$ cat src/rtl/wave_dac_spi.sv
// wave_dac_spi: waveform select, power-of-two attenuation, offset-binary
// conversion and 16-bit SPI frame serializer for a 12-bit DAC.
// Strobes that arrive while a frame is in flight are dropped and counted.
module wave_dac_spi #(
    parameter int         DW     = 12,
    parameter int         CLKDIV = 4,
    parameter logic [3:0] CMD    = 4'b0011
) (
    input  logic          clock,
    input  logic          reset,
    input  logic [DW-1:0] sin_in,
    input  logic [DW-1:0] cos_in,
    input  logic [DW-1:0] tri_in,
    input  logic [DW-1:0] sqr_in,
    input  logic [1:0]    wave_sel,
    input  logic [2:0]    gain_shift,
    input  logic          sample_stb,
    output logic          dac_sclk,
    output logic          dac_cs_n,
    output logic          dac_mosi,
    output logic          busy,
    output logic          overrun,
    output logic [7:0]    overrun_cnt
);

    localparam int FW = DW + 4;
    localparam int CW = $clog2(2 * CLKDIV + 1);
    localparam logic [CW-1:0] HALF_END = CW'(CLKDIV - 1);
    localparam logic [CW-1:0] FULL_END = CW'(2 * CLKDIV - 1);
    localparam logic [4:0]    LAST_BIT = 5'(FW - 1);

    typedef enum logic [1:0] {IDLE, SETUP, SHIFT, HOLD} state_t;

    state_t               state;
    logic [CW-1:0]        cnt;
    logic [4:0]           bit_cnt;
    // Holds the bits still to be sent after the one currently on dac_mosi.
    logic [FW-2:0]        sr;
    logic signed [DW-1:0] sel;
    logic signed [DW-1:0] shifted;
    logic [DW-1:0]        code;
    logic [FW-1:0]        frame;

    // Pick the waveform named by wave_sel.
    always_comb begin
        sel = sin_in;
        case (wave_sel)
            2'b00:   sel = sin_in;
            2'b01:   sel = cos_in;
            2'b10:   sel = tri_in;
            default: sel = sqr_in;
        endcase
    end

    // Arithmetic shift floors toward -inf; flipping the MSB turns two's
    // complement into offset binary (0x800 -> 0x000, 0x7FF -> 0xFFF).
    assign shifted = sel >>> gain_shift;
    assign code    = {~shifted[DW-1], shifted[DW-2:0]};
    assign frame   = {CMD, code};
    assign busy    = (state != IDLE);

    // Frame sequencer: SETUP (CS low, MSB presented), SHIFT (16 sclk periods,
    // mosi updated on each falling edge), HOLD (CS high), back to IDLE.
    always_ff @(posedge clock or posedge reset) begin
        if (reset) begin
            state    <= IDLE;
            cnt      <= '0;
            bit_cnt  <= '0;
            sr       <= '0;
            dac_sclk <= 1'b0;
            dac_cs_n <= 1'b1;
            dac_mosi <= 1'b0;
        end else begin
            case (state)
                IDLE: begin
                    cnt     <= '0;
                    bit_cnt <= '0;
                    if (sample_stb) begin
                        sr       <= frame[FW-2:0];
                        dac_mosi <= frame[FW-1];
                        dac_cs_n <= 1'b0;
                        dac_sclk <= 1'b0;
                        state    <= SETUP;
                    end
                end
                SETUP: begin
                    if (cnt == HALF_END) begin
                        cnt      <= '0;
                        dac_sclk <= 1'b1;
                        state    <= SHIFT;
                    end else begin
                        cnt <= cnt + 1'b1;
                    end
                end
                SHIFT: begin
                    if (cnt == FULL_END) begin
                        cnt <= '0;
                        if (bit_cnt == LAST_BIT) begin
                            dac_cs_n <= 1'b1;
                            state    <= HOLD;
                        end else begin
                            bit_cnt  <= bit_cnt + 5'd1;
                            dac_sclk <= 1'b1;
                        end
                    end else begin
                        // Falling edge: present the next bit (zero after the last).
                        if (cnt == HALF_END) begin
                            dac_sclk <= 1'b0;
                            dac_mosi <= sr[FW-2];
                            sr       <= {sr[FW-3:0], 1'b0};
                        end
                        cnt <= cnt + 1'b1;
                    end
                end
                default: begin
                    if (cnt == HALF_END) begin
                        cnt   <= '0;
                        state <= IDLE;
                    end else begin
                        cnt <= cnt + 1'b1;
                    end
                end
            endcase
        end
    end

    // Dropped-strobe pulse and saturating counter; cleared only by reset.
    always_ff @(posedge clock or posedge reset) begin
        if (reset) begin
            overrun     <= 1'b0;
            overrun_cnt <= '0;
        end else begin
            overrun <= sample_stb && busy;
            if (sample_stb && busy && overrun_cnt != 8'hFF)
                overrun_cnt <= overrun_cnt + 8'd1;
        end
    end

endmodule

$ cat config.mk
export PLATFORM = sky130hd
export DESIGN_NAME = wave_dac_spi
export DESIGN_NICKNAME = d
export VERILOG_FILES = /design/src/rtl/wave_dac_spi.sv
export SDC_FILE = /design/constraint.sdc
export NUM_CORES = 1
export LEC_CHECK = 0
export BUFFER_PORTS_ARGS = -buffer_cell sky130_fd_sc_hd__buf_4
export CAP_MARGIN = 40
export CORE_ASPECT_RATIO = 1.4
export CORE_UTILIZATION = 49
export CTS_CLUSTER_DIAMETER = 100
export DETAILED_ROUTE_END_ITERATION = 16
export PLACE_DENSITY = 0.77
export REMOVE_ABC_BUFFERS = 1
export SYNTH_ARGS = -nofsm -noshare
export SYNTH_HDL_FRONTEND = slang
export SYNTH_SLANG_ARGS = --single-unit
$ cat constraint.sdc
create_clock -name clock -period 2 [get_ports clock]
set_input_delay 0.2 -clock clock [delete_from_list [all_inputs] [get_ports clock]]
set_output_delay 0.2 -clock clock [all_outputs]
set_load 0.01 [all_outputs]
==> out/metrics.csv, run 1 <==
stage,metric,value,unit
run_status,status,"complete, no violations",
floorplanning,initial_core_util,51.4,%
worst_setup_path,critPathCaptureType,register,
placed_design,place_ws,0.0661,ns
worst_setup_path,worstPathArrival,2.03,ns
synth,ys_ff_latch,38,
sta,rsz0062_at_grt,no,
finish,utilization,63.9,%
pwr,leakagePower,1.64,nW
clock_network,cts_hold_buf,0,
route,vias,2429,
sta,min_period_over_period,92.4,%
sta,period_minus_slack,1.85,ns
route,remaining_drc_errors,0,
floorplanning,dieArea,6150,um2
finish,multiInputGateArea,1760,um2
synth,synth_edf_count,0,
pwr,total_power,2.03,mW
job,cap_violations,0,
worst_setup_path,crit_path_top_delay_cell,dfrtp_1,
pwr,power.density,571,nW/um2
synth,yosys.area.top_type,dfrtp_1,
clock_network,cts_tree,built,
finish,regArea,952,um2
synth,avgSynthCellArea,10.4,um2
route,drtIter0Drc,172,
synth,synth_area,2860,um2
sta,worst_slew_pin_slew,0.467,ns
clock_network,cts_buffer_depth,2,
finish,nNetsFinal,412,
synth,synth_ff_type,dfrtp_1,
synth,synthDistinctLibCells,51,
worst_setup_path,worstSetupPathType,register to register,
route,wl_per_cell,14.5,um
synth,yosysSeqAreaShare,33.3,%
pwr,ir_worst_vdd,0.270,mV
placed_design,portBuffers,68,
clock_network,cts_sinks,38,
worst_setup_path,crit_chain,inv_1 -> ha_1 -> nand2b_1 -> a41oi_1 -> buf_4 -> mux2_2,
sta,setup_slack,0.152,ns
worst_setup_path,critical_path.startpoint_type,register,
floorplanning,die_x,66.6,um
clock_network,cts_resized,0,
global_routing,grt_pass1_wl,10200,um
sta,slew_headroom,68.9,%
finish,final_common_cell,buf_4,
route,ant_nets,0,
synth,synth_area_leaders,"dfrtp_1, mux4_1, mux2i_1",
worst_setup_path,max_stage_delay,0.39,ns
route,wl,6040,um
clock_network,cts-root-buf,clkbuf_8,
synth,syn_inst,276,
sta,finalMaxSlewViolations,0,
clock_network,htree_levels,2,
finish,layout.cells.most_common_list,"buf_4, dfrtp_1, nand2_1",
global_routing,first_global_vias,2378,
clock_network,cts_buffers,5,
floorplanning,core,5570,um2
sta,fmaxAchievable,541,MHz
worst_setup_path,crit_start,state[0],
sta,finalHoldViolCount,0,
route,dr.pass1.iters,4,
synth,synth_top_area_share,32.4,%
worst_setup_path,crit_path_max_fanout,8,
synth,async_flop_share,100,%
worst_setup_path,r2r_start,state[0],
placed_design,hpwl,4780,um
sta,setup_viol,0,
floorplanning,pin_count,69,
global_routing,antenna_found_initial,0,
clock_network,clkTransAtPathRegs,0.08,ns
sta,finClkSkew,0.00670,ns
global_routing,grt.total_usage,21.3,%
worst_setup_path,critical_path_required,2.18,ns
min_path,min_path_type,input pin to async pin,
worst_setup_path,r2r_setup_slack,0.15,ns
floorplanning,die_h,92.4,um
clock_network,insertion_delay,0.29,ns
route,vias_per_cell,5.82,
floorplanning,rows,32,
finish,antenna_cells,0,
placed_design,gp_congestion,0.824,
finish,drive_gt1_share,30.7,%
global_routing,grt-ovfl-total,0,
finish,n_fill_cell,476,
synth,ys_warn_count,0,
global_routing,grt_max_degree,39,
finish,syn2layout_area_growth,24.4,%
clock_network,post_cts_buffers,0,
==> cells in the mapped netlist (all sizes together) (2+ instances only) <==
| library cell | number |
|---|---|
| nor2 | 21 |
| clkbuf | 9 |
| xnor2 | 6 |
| nand2b | 12 |
| dfrtp | 37 |
| buf | 8 |
| o21ai | 14 |
| xor2 | 3 |
| o22ai | 4 |
| mux2 | 2 |
| or2 | 4 |
| a211oi | 5 |
| and2 | 2 |
| nand2 | 32 |
| nor3 | 3 |
| a21oi | 12 |
| nor2b | 3 |
| a32o | 2 |
| and3 | 6 |
| o211ai | 3 |
| nand4 | 4 |
| mux4 | 19 |
| inv | 8 |
| o31ai | 2 |
| mux2i | 25 |
| nand3 | 4 |
| ha | 8 |
==> path summary, 6_finish.rpt <==
path	cells after the start	endpoint
max in group asynchronous	3	dac_cs_n
hold / removal	3	overrun
hold reg to reg	1	cnt[0]
setup reg to reg	6	overrun_cnt[1]
setup / recovery	6	overrun_cnt[1]
min in group clock	3	overrun
==> metrics by stage <==
stage | hold slack [ns] | area (um2) | cells | TNS (ns)
after detailed placement | 0.357 | 3460 | 409 | 0
after floorplan | 0.327 | 2750 | 259 | -8.15
after global placement | 0.347 | 3460 | 409 | 0
after global routing | 0.0559 | 3560 | 417 | 0
after CTS | 0.0406 | 3550 | 417 | 0
final | 0.0124 | 3560 | 417 | 0
==> where the power goes <==
| group | switching (mW) | internal, mW | total, mW |
|---|---|---|---|
| Clock | 0.278 | 0.277 | 0.555 |
| Sequential | 0.0728 | 0.836 | 0.908 |
| Combinational | 0.238 | 0.328 | 0.567 |
| Total | 0.589 | 1.44 | 2.03 |
==> layer usage <==
metal / vias to the layer above / global-route usage (%) / share of wire, %
met4: 0 / 7.45 / 1.9
met2: 78 / 40.4 / 54
met3: 9 / 3.20 / 4.4
li1: 1175 / - / -
met1: 1167 / 22.8 / 39
met5: - / 0 / 0
==> final cells by class <==
cell class	count	share of cell area, %
sequential	38	26.8
clock inverter	2	0.352
inverter	9	0.950
clock buffer	6	2.32
tap	68	2.39
multi-input combinational	212	49.6
timing repair buffer	82	17.7
==> sequential cells by signal, indices dropped and copies added (netlist names) <==
| register | count |
|---|---|
| state | 2 |
| sr | 15 |
| dac_mosi | 1 |
| dac_sclk | 1 |
| overrun_cnt | 8 |
| overrun | 1 |
| cnt | 4 |
| dac_cs_n | 1 |
| bit_cnt | 5 |
==> worst max-delay path: cells and delay by family (launching register included) <==
kind	cells	cell delay, ns
buffers and inverters	2	0.27
DFF	1	0.39
AOI/OAI and AO/OA	1	0.27
and+or+nand+nor	1	0.21
adders and majority gates	1	0.30
muxes	1	0.32
==> logic make-up (layout without fill, tap and decap cells) <==
kind of cell             after synthesis  count (layout)  synth area share, %
AO/OA/AOI/OAI                         55              55                 13.4
XOR/XNOR                               9               9                 2.76
adder cells (fa/ha/maj)                8               8                 3.50
buffers and inverters                 26              99                 5.12
flip-flops                            38              38                 33.3
multiplexers                          46              46                 26.1
AND/OR/NAND/NOR                       94              94                 15.8
No activity file was read; power rests on OpenSTA's default activity.
==> run 2: changes to the inputs <==
- clock period: 2 -> 1.6 ns (I/O delays scaled with it)
==> out/metrics.csv, run 2 (synthesis results as in run 1) <==
stage,metric,value,unit,change
finish,largest_register_ffs,15,,unchanged
run_status,violations,setup timing,,
worst_setup_path,crit_path_top_delay_cell,dfrtp_1,,unchanged
pwr,leakagePower,1.89,nW,was 1.64 nW
worst_setup_path,r2r_setup_slack,-0.12,ns,was 0.15 ns
route,vias_per_cell,5.67,,was 5.82
worst_setup_path,critPathCaptureType,register,,unchanged
sta,setup_slack,-0.119,ns,was 0.152 ns
floorplanning,die_h,92.4,um,unchanged
global_routing,antenna_found_initial,0,,unchanged
min_path,min_from,sample_stb,,
worst_setup_path,ff2ff_path_depth,6,,unchanged
clock_network,cts_tree,built,,unchanged
worst_setup_path,cp_top_family,flip-flops,,unchanged
placed_design,gp_congestion,0.792,,was 0.824
global_routing,grt_max_degree,39,,unchanged
worst_setup_path,crit_chain,ha_4 -> buf_4 -> nand2b_1 -> a21oi_2 -> o221ai_4 -> mux2_4,,was inv_1 -> ha_1 -> nand2b_1 -> a41oi_1 -> buf_4 -> mux2_2
route,wl_per_cell,14.8,um,was 14.5 um
clock_network,cts_buffers,5,,unchanged
worst_setup_path,critical_path.startpoint_type,register,,unchanged
pwr,clkPwrFrac,26.0,%,was 27.3%
min_path,min_path_cells,3,,
global_routing,grt-ovfl-total,0,,unchanged
route,vias,2646,,"was 2,429"
worst_setup_path,worstPathArrival,1.90,ns,was 2.03 ns
pwr,power_switching,0.794,mW,was 0.589 mW
clock_network,cts_buffer_depth,2,,unchanged
finish,n_fill_cell,428,,was 476
job,cap_violations,0,,unchanged
finish,multiInputGateArea,1900,um2,was 1760 um2
pwr,combPwrFrac,33.5,%,was 27.9%
clock_network,cts-root-buf,clkbuf_8,,unchanged
route,ant_nets,0,,unchanged
finish,largest-register,sr,,unchanged
sta,setup_viol,24,,was 0
sta,slew_headroom,67.9,%,was 68.9%
worst_setup_path,r2r_start,state[1],,was state[0]
worst_setup_path,cp_num_buf_inv,1,,was 2
finish,final_common_cell,buf_4,,unchanged
route,wl,6900,um,was 6040 um
worst_setup_path,critical_path_required,1.78,ns,was 2.18 ns
global_routing,first_global_vias,2744,,"was 2,378"
clock_network,cts_sinks,38,,unchanged
min_path,min_to,overrun,,
sta,finClkSkew,0.00150,ns,was 0.00670 ns
route,remaining_drc_errors,0,,unchanged
sta,finalMaxSlewViolations,0,,unchanged
route,dr.pass1.iters,4,,unchanged
floorplanning,rows,32,,unchanged
floorplanning,initial_core_util,51.4,%,unchanged
worst_setup_path,timing.rr.end,state[1],,was overrun_cnt[1]
finish,antenna_cells,0,,unchanged
pwr,swShare,29.4,%,was 29.0%
finish,reg_top3,"sr x15, overrun_cnt x8, bit_cnt x5",,unchanged
min_path,min_path_type,input pin to register,,was input pin to async pin
finish,regArea,952,um2,unchanged
clock_network,insertion_delay,0.29,ns,about the same
pwr,total_power,2.71,mW,was 2.03 mW
global_routing,grt.total_usage,24.7,%,was 21.3%
worst_setup_path,max_stage_delay,0.43,ns,was 0.39 ns
clock_network,htree_levels,2,,unchanged
pwr,power.density,662,nW/um2,was 571 nW/um2
placed_design,hpwl,5170,um,was 4780 um
placed_design,portBuffers,68,,unchanged
finish,drive_gt1_share,45.1,%,was 30.7%
sta,min_period_over_period,107,%,was 92.4%
run_status,status,"complete, but fails checks",,"was complete, no violations"
finish,layout.cells.most_common_list,"buf_4, dfrtp_1, nand2_1",,unchanged
floorplanning,die_x,66.6,um,unchanged
finish,final_area,4090,um2,was 3560 um2
floorplanning,dieArea,6150,um2,unchanged
pwr,pwr-share-seq,40.5,%,was 44.7%
sta,finalHoldViolCount,0,,unchanged
floorplanning,core,5570,um2,unchanged
sta,period_minus_slack,1.72,ns,was 1.85 ns
sta,rsz0062_at_grt,yes,,was no
pwr,ir_worst_vdd,0.404,mV,was 0.270 mV
sta,fmaxAchievable,582,MHz,was 541 MHz
finish,nNetsFinal,462,,was 412
pwr,intPower,1.91,mW,was 1.44 mW
route,drtIter0Drc,120,,was 172
worst_setup_path,crit_path_max_fanout,7,,was 8
clock_network,clkTransAtPathRegs,0.08,ns,about the same
placed_design,place_area,3750,um2,was 3460 um2
finish,syn2layout_area_growth,43.0,%,was 24.4%
global_routing,grt_pass1_wl,11700,um,"was 10,200 um"
sta,worst_slew_pin_slew,0.482,ns,was 0.467 ns
worst_setup_path,worstSetupPathType,register to register,,unchanged
finish,utilization,73.4,%,was 63.9%
floorplanning,pin_count,69,,unchanged
sta,whs,0.216,ns,was 0.0124 ns
## run 2: routing by layer
layer  up-vias  routed length, um  global-route usage (%)
met2        90               3920                    48.6
met5         -                  0                       0
met4         0                200                    11.2
li1       1275                  -                       -
met3        17                245                    2.34
met1      1264               2530                    24.8
## run 2: final cells by class
class,instances,area share [%]
Multi-Input combinational cell,212,46.4
Timing Repair Buffer,132,25.0
Sequential cell,38,23.3
Tap cell,68,2.08
Clock buffer,6,2.02
Inverter,9,0.918
Clock inverter,2,0.306
## run 2: what timing repair did
| item | CTS | global route |
|---|---|---|
| buffers inserted | 9 | 1 |
| hold buffers | 1 | 0 |
| gates resized for setup | 33 | 12 |
| pin swaps | 12 | 10 |
| hold endpoints to repair | 37 | 0 |
| setup endpoints to repair | 31 | 32 |
## run 2: how the worst max path moves through the flow
| stage | endpoint | depth (start not counted) | start | slack, ns |
|---|---|---|---|---|
| detailed placement | sr[0] | 7 | wave_sel[0] | -0.32 |
| global route | bit_cnt[3] | 8 | state[0] | -0.18 |
| finish | state[1] | 6 | state[1] | -0.12 |
| floorplan | sr[3] | 5 | state[0] | -0.96 |
| CTS | sr[8] | 7 | state[1] | -0.08 |
| global placement | sr[0] | 7 | wave_sel[0] | -0.24 |
## run 2: per-stage QoR
| stage | TNS [ns] | worst slack, ns | instances |
|---|---|---|---|
| floorplan | -17.84 | -0.964 | 259 |
| global placement | -3.83 | -0.242 | 448 |
| detailed placement | -5.67 | -0.319 | 448 |
| CTS | -0.849 | -0.0785 | 466 |
| global route | -3.88 | -0.182 | 467 |
| finish | -0.937 | -0.119 | 467 |
## run 2: tightest hold or removal path, delay by kind of cell
kind / cells / cell delay [ns]
buffers and inverters: 2 / 0.21
and+or+nand+nor: 1 / 0.10
## run 2: power groups by stage
stage               clock, mW  combinational (mW)  sequential, mW
CTS                     0.720               0.911            1.10
global route            0.764               0.985            1.11
detailed placement          0               0.891            1.11
floorplan                   0               0.329            1.18
finish                  0.704               0.907            1.09
global placement            0               0.859            1.11
==> run 3: changes to the inputs <==
- SKIP_CTS_REPAIR_TIMING: unset -> 1
==> out/metrics.csv, run 3 (synthesis results as in run 1) <==
stage,metric,value,unit,change
run_status,status,"complete, but fails checks",,unchanged
run_status,violations,"hold timing, setup timing",,was setup timing
floorplanning,initial_core_util,51.4,%,unchanged
route,vias_per_cell,5.66,,was 5.67
floorplanning,core,5570,um2,unchanged
clock_network,htree_levels,2,,unchanged
floorplanning,dieArea,6150,um2,unchanged
global_routing,grt-ovfl-total,0,,unchanged
clock_network,cts_sinks,38,,unchanged
route,drtIter0Drc,120,,unchanged
clock_network,cts-root-buf,clkbuf_8,,unchanged
clock_network,clkTransAtPathRegs,0.08,ns,about the same
global_routing,grt_pass1_wl,11000,um,"was 11,700 um"
worst_setup_path,worstSetupPathType,register to register,,unchanged
clock_network,insertion_delay,0.29,ns,about the same
worst_setup_path,cp_num_buf_inv,2,,was 1
finish,drive_gt1_share,43.0,%,was 45.1%
worst_setup_path,cp_top_family,simple AND/OR/NAND/NOR gates,,was flip-flops
sta,setup_viol,17,,was 24
sta,setup_slack,-0.115,ns,was -0.119 ns
global_routing,first_global_vias,2627,,"was 2,744"
placed_design,dp_cells,448,,unchanged
finish,antenna_cells,0,,unchanged
sta,finClkSkew,0.00408,ns,was 0.00150 ns
placed_design,place_area,3750,um2,unchanged
route,dr.pass1.iters,4,,unchanged
pwr,power.density,676,nW/um2,was 662 nW/um2
placed_design,place_ws,-0.319,ns,unchanged
floorplanning,die_h,92.4,um,unchanged
route,remaining_drc_errors,0,,unchanged
worst_setup_path,max_stage_delay,0.37,ns,was 0.43 ns
sta,period_minus_slack,1.71,ns,was 1.72 ns
worst_setup_path,critical_path_required,1.78,ns,about the same
placed_design,hpwl,5170,um,unchanged
sta,slew_headroom,68.5,%,was 67.9%
route,wl,6690,um,was 6900 um
finish,n_fill_cell,432,,was 428
sta,whs,-0.0213,ns,was 0.216 ns
route,wl_per_cell,14.5,um,was 14.8 um
finish,syn2layout_area_growth,39.7,%,was 43.0%
route,ant_nets,0,,unchanged
min_path,min_path_type,input pin to async pin,,was input pin to register
worst_setup_path,crit_path_top_delay_cell,dfrtp_1,,unchanged
finish,multiInputGateArea,1860,um2,was 1900 um2
pwr,ir_worst_vdd,0.404,mV,about the same
global_routing,grt_max_degree,39,,unchanged
floorplanning,die_x,66.6,um,unchanged
sta,finalMaxSlewViolations,0,,unchanged
global_routing,antenna_found_initial,0,,unchanged
global_routing,grt.total_usage,23.0,%,was 24.7%
sta,worst_slew_pin_slew,0.473,ns,was 0.482 ns
finish,nNetsFinal,456,,was 462
finish,finalNonFillerCells,461,,was 467
worst_setup_path,critical_path.startpoint_type,register,,unchanged
finish,layout.cells.most_common_list,"buf_4, dfrtp_1, nand2_1",,unchanged
job,cap_violations,0,,unchanged
finish,utilization,71.8,%,was 73.4%
finish,final_common_cell,buf_4,,unchanged
finish,largest_register_ffs,15,,unchanged
placed_design,gp_congestion,0.792,,unchanged
clock_network,cts_buffers,5,,unchanged
pwr,leakagePower,1.85,nW,was 1.89 nW
worst_setup_path,crit_path_max_fanout,7,,unchanged
finish,largest-register,sr,,unchanged
clock_network,cts_buffer_depth,2,,unchanged
worst_setup_path,crit_chain,inv_2 -> ha_4 -> buf_2 -> or2_2 -> nor2_2 -> o221ai_2 -> mux2_2,,was ha_4 -> buf_4 -> nand2b_1 -> a21oi_2 -> o221ai_4 -> mux2_4
finish,regArea,952,um2,unchanged
clock_network,cts_tree,built,,unchanged
finish,final_area,3990,um2,was 4090 um2
finish,reg_top3,"sr x15, overrun_cnt x8, bit_cnt x5",,unchanged
floorplanning,pin_count,69,,unchanged
sta,min_period_over_period,107,%,about the same
floorplanning,rows,32,,unchanged
sta,finalHoldViolCount,37,,was 0
sta,rsz0062_at_grt,yes,,unchanged
placed_design,portBuffers,68,,unchanged
worst_setup_path,critPathCaptureType,register,,unchanged
route,vias,2610,,"was 2,646"
sta,fmaxAchievable,583,MHz,was 582 MHz
worst_setup_path,worstPathArrival,1.90,ns,about the same
pwr,total_power,2.70,mW,was 2.71 mW
[run 3: power by group]
part / leakage, nW / internal (mW) / switching, mW / total (mW)
sequential: 0.488 / 1.04 / 0.0501 / 1.09
combinational: 1.32 / 0.518 / 0.385 / 0.903
clock: 0.0472 / 0.346 / 0.355 / 0.701
[run 3: worst paths after layout]
| path | from | end | slack, ns | cells after the start |
|---|---|---|---|---|
| setup / recovery | state[0] | state[1] | -0.11 | 7 |
| hold / removal | reset | overrun_cnt[6] | -0.02 | 3 |
| setup reg to reg | state[0] | state[1] | -0.11 | 7 |
| hold reg to reg | overrun_cnt[6] | overrun_cnt[6] | 0.49 | 1 |
| max in group asynchronous | reset | dac_cs_n | 1.27 | 3 |
| min in group clock | sample_stb | overrun | 0.20 | 3 |
[run 3: metal layers]
metal,up-vias,share of wire [%],GRT usage [%]
met2,85,56,45.4
li1,1259,-,-
met5,-,0,0
met1,1250,38,23.8
met4,0,2.6,8.16
met3,16,3.5,2.34
[run 3: through the flow]
| step | setup TNS (ns) | hold WS [ns] |
|---|---|---|
| global placement | -3.83 | 0.307 |
| finish | -0.857 | -0.0213 |
| detailed placement | -5.67 | 0.313 |
| CTS | -5.46 | -0.0117 |
| floorplan | -17.84 | 0.287 |
| global route | -3.14 | 0.0276 |
[run 3: worst reg2reg max path, cell delays in order (launching register included)]
cell and delay [ns]:
dfrtp_1 0.37, inv_2 0.08, ha_4 0.19, buf_2 0.15, or2_2 0.30, nor2_2 0.10, o221ai_2 0.13, mux2_2 0.29
[run 3: area by class of cell]
cell class                      count  area share (%)
Clock inverter                      2           0.313
Clock buffer                        6            2.07
Sequential cell                    38            23.8
Multi-Input combinational cell    212            46.5
Tap cell                           68            2.13
Inverter                            9           0.846
Timing Repair Buffer              126            24.3
